### config.mk
export PLATFORM = sky130hd
export DESIGN_NAME = lcm_seq_flat
export DESIGN_NICKNAME = d
export VERILOG_FILES = /design/src/rtl/lcm_pkg.sv /design/src/rtl/lcm_seq_if.sv /design/src/rtl/lcm_seq_udiv_iter.sv /design/src/rtl/lcm_seq.sv /design/src/flat_wrapper.sv
export SDC_FILE = /design/constraint.sdc
export NUM_CORES = 1
export LEC_CHECK = 0
export CAP_MARGIN = 20
export CORE_UTILIZATION = 25
export CTS_BUF_LIST = sky130_fd_sc_hd__clkbuf_8 sky130_fd_sc_hd__clkbuf_16
export DETAILED_ROUTE_END_ITERATION = 7
export PLACE_DENSITY_LB_ADDON = 0.12
export SLEW_MARGIN = 10
export SYNTH_ARGS = -nofsm -noshare
export SYNTH_HDL_FRONTEND = slang
export SYNTH_HIERARCHICAL = 1
export SYNTH_SLANG_ARGS = --single-unit
### constraint.sdc
create_clock -name clk -period 5.1 [get_ports clk]
set_input_delay 0.765 -clock clk [delete_from_list [all_inputs] [get_ports clk]]
set_output_delay 0.765 -clock clk [all_outputs]
set_load 0.03 [all_outputs]
### src/rtl/lcm_pkg.sv
// Shared types and defaults for the sequential LCM engine.
package lcm_pkg;

  localparam int unsigned LCM_WIDTH = 8;

  typedef enum logic [2:0] {
    ST_IDLE = 3'd0,
    ST_GCD  = 3'd1,
    ST_DIV  = 3'd2,
    ST_MUL  = 3'd3,
    ST_DONE = 3'd4
  } state_t;

endpackage

### src/rtl/lcm_seq_if.sv
// Operand/result handshake bundle for lcm_seq; master drives operands, slave is the engine.
interface lcm_seq_if #(
  parameter int unsigned WIDTH = lcm_pkg::LCM_WIDTH
);
  logic               in_valid;
  logic               in_ready;
  logic [WIDTH-1:0]   a;
  logic [WIDTH-1:0]   b;
  logic               out_valid;
  logic               out_ready;
  logic [WIDTH-1:0]   gcd_out;
  logic [2*WIDTH-1:0] lcm_out;
  logic               busy;

  modport master (
    output in_valid, a, b, out_ready,
    input  in_ready, out_valid, gcd_out, lcm_out, busy
  );

  modport slave (
    input  in_valid, a, b, out_ready,
    output in_ready, out_valid, gcd_out, lcm_out, busy
  );
endinterface

### src/rtl/lcm_seq_udiv_iter.sv
// Restoring unsigned divider: loads on start_i, then one quotient bit per edge, MSB first.
module udiv_iter
  import lcm_pkg::*;
#(
  parameter int unsigned WIDTH = LCM_WIDTH
) (
  input  logic             clk,
  input  logic             rst,
  input  logic             start_i,
  input  logic [WIDTH-1:0] dividend_i,
  input  logic [WIDTH-1:0] divisor_i,
  output logic             done_o,
  output logic [WIDTH-1:0] quot_o
);
  localparam int unsigned CW = $clog2(WIDTH + 1);

  logic [WIDTH-1:0] rem_q, rem_d;
  logic [WIDTH-1:0] quot_q, quot_d;
  logic [WIDTH-1:0] den_q, den_d;
  logic [CW-1:0]    cnt_q, cnt_d;
  logic             busy_q, busy_d;
  logic [WIDTH:0]   trial;

  always_comb begin
    rem_d  = rem_q;
    quot_d = quot_q;
    den_d  = den_q;
    cnt_d  = cnt_q;
    busy_d = busy_q;
    trial  = {rem_q, quot_q[WIDTH-1]};
    if (start_i) begin
      rem_d  = '0;
      quot_d = dividend_i;
      den_d  = divisor_i;
      cnt_d  = CW'(WIDTH);
      busy_d = 1'b1;
    end else if (busy_q) begin
      if (trial >= {1'b0, den_q}) begin
        rem_d  = WIDTH'(trial - {1'b0, den_q});
        quot_d = {quot_q[WIDTH-2:0], 1'b1};
      end else begin
        rem_d  = trial[WIDTH-1:0];
        quot_d = {quot_q[WIDTH-2:0], 1'b0};
      end
      cnt_d  = cnt_q - CW'(1);
      busy_d = (cnt_q != CW'(1));
    end
  end

  always_ff @(posedge clk) begin
    if (rst) begin
      rem_q  <= '0;
      quot_q <= '0;
      den_q  <= '0;
      cnt_q  <= '0;
      busy_q <= 1'b0;
    end else begin
      rem_q  <= rem_d;
      quot_q <= quot_d;
      den_q  <= den_d;
      cnt_q  <= cnt_d;
      busy_q <= busy_d;
    end
  end

  // done_o flags the edge that produces the last quotient bit; quot_o is final after it.
  assign done_o = busy_q && (cnt_q == CW'(1));
  assign quot_o = quot_q;

endmodule

### src/rtl/lcm_seq.sv
// Sequential LCM engine: subtractive GCD, then lcm = (a / gcd) * b via iterative divide and shift-add.
module lcm_seq
  import lcm_pkg::*;
#(
  parameter int unsigned WIDTH = LCM_WIDTH
) (
  input logic      clk,
  input logic      rst,
  lcm_seq_if.slave bus
);
  localparam int unsigned MW = $clog2(WIDTH);

  state_t             state_q, state_d;
  logic [WIDTH-1:0]   a_q, a_d, b_q, b_d;
  logic [WIDTH-1:0]   x_q, x_d, y_q, y_d, g_q, g_d;
  logic [WIDTH-1:0]   gcd_q, gcd_d;
  logic [2*WIDTH-1:0] acc_q, acc_d, mcand_q, mcand_d, lcm_q, lcm_d;
  logic [MW-1:0]      bit_q, bit_d;
  logic [2*WIDTH-1:0] acc_sum;
  logic               div_start, div_done;
  logic [WIDTH-1:0]   quot;

  // Divider is started on the GCD exit edge with x (== gcd), so DIV spends exactly WIDTH edges.
  udiv_iter #(.WIDTH(WIDTH)) u_div (
    .clk        (clk),
    .rst        (rst),
    .start_i    (div_start),
    .dividend_i (a_q),
    .divisor_i  (x_q),
    .done_o     (div_done),
    .quot_o     (quot)
  );

  assign acc_sum = acc_q + (quot[bit_q] ? mcand_q : '0);

  always_comb begin
    state_d   = state_q;
    a_d       = a_q;
    b_d       = b_q;
    x_d       = x_q;
    y_d       = y_q;
    g_d       = g_q;
    gcd_d     = gcd_q;
    lcm_d     = lcm_q;
    acc_d     = acc_q;
    mcand_d   = mcand_q;
    bit_d     = bit_q;
    div_start = 1'b0;
    unique case (state_q)
      ST_IDLE: if (bus.in_valid) begin
        a_d = bus.a;
        b_d = bus.b;
        if ((bus.a == '0) || (bus.b == '0)) begin
          gcd_d   = bus.a | bus.b;
          lcm_d   = '0;
          state_d = ST_DONE;
        end else begin
          x_d     = bus.a;
          y_d     = bus.b;
          state_d = ST_GCD;
        end
      end
      ST_GCD: begin
        if (y_q == '0) begin
          g_d       = x_q;
          div_start = 1'b1;
          state_d   = ST_DIV;
        end else if (x_q > y_q) begin
          x_d = x_q - y_q;
        end else begin
          y_d = y_q - x_q;
        end
      end
      ST_DIV: if (div_done) begin
        acc_d   = '0;
        mcand_d = {{WIDTH{1'b0}}, b_q};
        bit_d   = '0;
        state_d = ST_MUL;
      end
      ST_MUL: begin
        acc_d   = acc_sum;
        mcand_d = mcand_q << 1;
        bit_d   = bit_q + MW'(1);
        if (bit_q == MW'(WIDTH - 1)) begin
          gcd_d   = g_q;
          lcm_d   = acc_sum;
          state_d = ST_DONE;
        end
      end
      ST_DONE: if (bus.out_ready) state_d = ST_IDLE;
      default: state_d = ST_IDLE;
    endcase
  end

  always_ff @(posedge clk) begin
    if (rst) begin
      state_q <= ST_IDLE;
      a_q     <= '0;
      b_q     <= '0;
      x_q     <= '0;
      y_q     <= '0;
      g_q     <= '0;
      gcd_q   <= '0;
      lcm_q   <= '0;
      acc_q   <= '0;
      mcand_q <= '0;
      bit_q   <= '0;
    end else begin
      state_q <= state_d;
      a_q     <= a_d;
      b_q     <= b_d;
      x_q     <= x_d;
      y_q     <= y_d;
      g_q     <= g_d;
      gcd_q   <= gcd_d;
      lcm_q   <= lcm_d;
      acc_q   <= acc_d;
      mcand_q <= mcand_d;
      bit_q   <= bit_d;
    end
  end

  assign bus.in_ready  = (state_q == ST_IDLE);
  assign bus.out_valid = (state_q == ST_DONE);
  assign bus.busy      = (state_q == ST_GCD) || (state_q == ST_DIV) || (state_q == ST_MUL);
  assign bus.gcd_out   = gcd_q;
  assign bus.lcm_out   = lcm_q;

endmodule

### src/flat_wrapper.sv
// flat-port wrapper written by rule: the top's interface ports become plain ports
module lcm_seq_flat import lcm_pkg::*;
#(
  parameter int unsigned WIDTH = LCM_WIDTH
)
  (clk, rst, bus_in_valid, bus_a, bus_b, bus_out_ready, bus_in_ready, bus_out_valid, bus_gcd_out, bus_lcm_out, bus_busy);
  lcm_seq_if #(.WIDTH(WIDTH)) bus_i ();
  input logic clk;
  input logic rst;
  input wire logic [$bits(bus_i.in_valid)-1:0] bus_in_valid;
  input wire logic [$bits(bus_i.a)-1:0] bus_a;
  input wire logic [$bits(bus_i.b)-1:0] bus_b;
  input wire logic [$bits(bus_i.out_ready)-1:0] bus_out_ready;
  output wire logic [$bits(bus_i.in_ready)-1:0] bus_in_ready;
  output wire logic [$bits(bus_i.out_valid)-1:0] bus_out_valid;
  output wire logic [$bits(bus_i.gcd_out)-1:0] bus_gcd_out;
  output wire logic [$bits(bus_i.lcm_out)-1:0] bus_lcm_out;
  output wire logic [$bits(bus_i.busy)-1:0] bus_busy;
  assign bus_i.in_valid = bus_in_valid;
  assign bus_i.a = bus_a;
  assign bus_i.b = bus_b;
  assign bus_i.out_ready = bus_out_ready;
  assign bus_in_ready = bus_i.in_ready;
  assign bus_out_valid = bus_i.out_valid;
  assign bus_gcd_out = bus_i.gcd_out;
  assign bus_lcm_out = bus_i.lcm_out;
  assign bus_busy = bus_i.busy;
  lcm_seq #(.WIDTH(WIDTH)) u_core (.clk(clk), .rst(rst), .bus(bus_i));
endmodule
==> impl_metrics.py <==
metrics = {
    "final_layout": {
        "syn_to_final_growth_pct": 19.0,
        "diodes": 0,
        "final_nets": 968,
        "fin_area_um2": 8490,
        "drive_above_1_share_pct": 5.79,
        "fillerInstances": 3052,
    },
    "critical_path": {
        "reg2reg_to": "u_core/acc_q[15]$_SDFFE_PP0P_",
        "worstSetupPathType": "flop to flop",
        "crit_fanout": 16,
        "r2r_setup_slack_ps": 1200,
        "startpoint_type": "flop",
        "path_buf_inv": 0,
        "critPathMaxStageDelay_ps": 630,
        "critPathSlowestCell": "mux4_1",
        "r2r-start": "u_core/bit_q[0]$_SDFFE_PP0P_",
        "path_cells": "mux4_1, mux2i_4, and2b_1, ha_1, and2_1, a31oi_1, nand3_1, a211oi_1, mux2i_1, nor2_1, or3_1, a21oi_1",
        "endpoint_kind": "flop",
        "critical-path-top-delay-family": "multiplexers",
        "cp.arrival_ps": 4260,
        "crit_required_ps": 5460,
        "r2r_cells": 12,
    },
    "grt": {
        "antenna_found_initial": 0,
        "track_usage_pct": 14.9,
        "grt_max_degree": 88,
        "overflow": 0,
        "grt_pass1_vias": 5876,
        "grt_pass1_wl_mm": 33.2,
    },
    "sta": {
        "fin_crit_sh_pct": 76.6,
        "fin_tns_setup_ps": 0,
        "rsz0062_at_grt": "no",
        "max_freq_mhz": 256,
        "worstMarginPinSlew_ps": 1040,
        "maxSlewHeadroom_pct": 30.9,
        "slew_violations": 0,
        "hold_violations": 0,
        "setup_viol": 0,
        "finalClockSkew_ps": 18.7,
        "period_needed_ps": 3900,
    },
    "placed_design": {
        "place.gp.congestion": 0.839,
        "dp_hpwl_mm": 14.5,
        "placed_area_um2": 7890,
        "port_buffers": 46,
    },
    "logic_synthesis": {
        "synth-seq-cells": 131,
        "synth.distinct_cells": 62,
        "async_flop_share_pct": 0,
        "yosys.area.top_type_share_pct": 36.8,
        "syn_area_per_cell_um2": 8.05,
        "synth_common_cells": "nor2_1, dfxtp_1, nand2_1",
        "synth-edff-count": 0,
        "synth-main-ff-cell": "dfxtp_1",
        "synth_cells": 886,
        "synth.area.top_cells": "dfxtp_1, ha_1, nor2_1",
        "seq_area_frac_synth_pct": 36.8,
        "synth_top_cell_by_area": "dfxtp_1",
        "syn_area_um2": 7130,
        "synth_nets": 952,
        "synth.most_common_cell": "nor2_1",
        "ys_warn_count": 6,
    },
    "floorplanning": {
        "coreArea_um2": 27900,
        "start_util_pct": 25.5,
        "row_count": 61,
        "die_height_um": 171,
        "ioPinCount": 47,
        "dieArea_um2": 29200,
        "fp.dieW_um": 171,
    },
    "drt": {
        "via_per_inst": 4.68,
        "ant_nets": 0,
        "drtIter0Drc": 354,
        "vias": 6056,
        "drc": 0,
        "routed_wl_mm": 20.8,
        "firstDrtPassIters": 5,
        "wire_per_inst_um": 16.1,
    },
    "power": {
        "p_int_uw": 2490,
        "power_frac_comb_pct": 37.0,
        "powerDensity_nw_per_um2": 471,
        "p_sw_share_pct": 37.8,
        "leakage_uw": 0.00324,
        "clkPwrFrac_pct": 31.6,
        "pwr-share-seq_pct": 31.4,
        "power.switching_uw": 1510,
        "peakVddDrop_mv": 0.185,
    },
    "cts": {
        "clkTransAtPathRegs_ps": 70,
        "cts_tree": "built",
        "cts_num_sinks": 131,
        "clock-root-buffer": "clkbuf_16",
        "cts_buffers": 17,
        "cts.repair.resized": 0,
        "clk_latency_ps": 420,
        "h-tree-depth": 4,
        "hold_buffers": 0,
        "clock_path_buffers": 2,
        "cts_setup_buffers": 0,
    },
    "hold_path": {
        "min_from": "u_core/bus.lcm_out[9]$_SDFFE_PP0P_",
        "min_to": "u_core/bus.lcm_out[9]$_SDFFE_PP0P_",
        "hp-class": "flop to flop",
        "min_path_cells": 2,
    },
    "job": {
        "maxCapViolCount": 0,
    },
    "outcome": {
        "status": "finished, final reports clean",
    },
}
-- power groups by stage --
stage	clock network [µW]	logic (µW)	registers, µW
final	1260	1480	1250
after global routing	1350	1640	1270
after CTS	1310	1480	1260
after detailed placement	0	1470	1280
after global placement	0	1490	1280
after floorplan	0	1180	1220
-- kinds of logic (layout without fill, tap and decap cells) --
logic type / count (synthesis) / after routing / share of synthesized area, %
xor+xnor: 29 / 29 / 3.56
compound gates: 210 / 210 / 18.8
simple gates: 349 / 349 / 22.6
flops: 131 / 131 / 36.8
buf+inv: 94 / 123 / 5.39
mux: 27 / 27 / 4.42
fa+ha+maj: 46 / 46 / 8.49
-- metal layers --
metal / global-route usage [%] / vias to the layer above / share of wire (%)
li1: - / 3115 / -
met3: 2.73 / 14 / 2.5
met2: 23.1 / 96 / 45
met5: 0 / - / 0
met1: 20.7 / 2831 / 51
met4: 5.12 / 0 / 1.1
-- how the worst max path moves through the flow --
stage                            startpoint  slack [ps]                            end  depth (start not counted)
6_report       u_core/bit_q[0]$_SDFFE_PP0P_        1200  u_core/acc_q[15]$_SDFFE_PP0P_                         12
5_1_grt        u_core/bit_q[0]$_SDFFE_PP0P_         990  u_core/acc_q[15]$_SDFFE_PP0P_                         12
4_1_cts        u_core/bit_q[0]$_SDFFE_PP0P_        1150  u_core/acc_q[15]$_SDFFE_PP0P_                         12
3_5_place_dp   u_core/bit_q[0]$_SDFFE_PP0P_        1150  u_core/acc_q[15]$_SDFFE_PP0P_                         12
3_3_place_gp   u_core/bit_q[0]$_SDFFE_PP0P_        1170  u_core/acc_q[15]$_SDFFE_PP0P_                         12
2_1_floorplan  u_core/bit_q[0]$_SDFFE_PP0P_        1480  u_core/acc_q[15]$_SDFFE_PP0P_                         13
-- metrics by stage --
step / setup WS, ps / hold WS [ps] / utilization (%) / total power (µW) / std cells
finish: 1200 / 455 / 30.4 / 4000 / 1293
global route: 991 / 476 / 30.4 / 4270 / 1293
CTS: 1150 / 459 / 30.4 / 4050 / 1293
detailed placement: 1150 / 449 / 28.2 / 2750 / 1261
global placement: 1170 / 446 / 28.2 / 2770 / 1261
floorplan: 1480 / 436 / - / 2400 / 886
-- placed cells by master (no fill, tap or decap), types with 4 or more instances in the layout --
cell type and count:
a31oi_1 4, nand4_1 5, nand3_1 18, inv_1 36, nor2b_1 20, o21ai_0 24
dfxtp_1 131, xor2_1 11, inv_6 5, clkbuf_16 17, mux2i_1 24, buf_4 10
nand2b_1 6, nor4_1 6, and2_1 7, and2b_1 4, a21oi_1 82, a22oi_1 25
a311oi_1 11, nand3b_1 4, xnor2_1 18, nor3_1 28, fa_1 4, nand2_1 90
o21a_1 7, nor2_1 138, a21o_1 16, ha_1 42, clkdlybuf4s50_1 45, a211oi_1 20
-- sequential cells by signal, summed over array words and instances, names as in the netlist --
register and flops:
u_core/u_div/rem_q 8, u_core/x_q 8, u_core/y_q 8, u_core/state_q 3
u_core/u_div/cnt_q 4, u_core/mcand_q 16, u_core/u_div/den_q 8, u_core/u_div/busy_q 1
u_core/acc_q 16, u_core/bus.lcm_out 16, u_core/bit_q 3, u_core/bus.gcd_out 8
u_core/a_q 8, u_core/b_q 8, u_core/g_q 8, u_core/u_div/quot_o 8
-- worst register-to-register path, stage by stage, from the launching register on --
cell      delay (ps)
dfxtp_1          420
mux4_1           630
mux2i_4          420
and2b_1          250
ha_1             330
and2_1           170
a31oi_1          180
nand3_1          170
a211oi_1         470
mux2i_1          290
nor2_1            90
or3_1            310
a21oi_1          110
-- layout make-up --
class                           count  area (µm²)  area share [%]
Multi-Input combinational cell    661        4130            48.6
Sequential cell                   131        2620            30.9
Timing Repair Buffer               55         526            6.19
Tap cell                          378         473            5.57
Clock buffer                       18         439            5.17
Clock inverter                     14         165            1.95
Inverter                           36         135            1.59
Note: power is estimated with default switching activity, not from simulation.
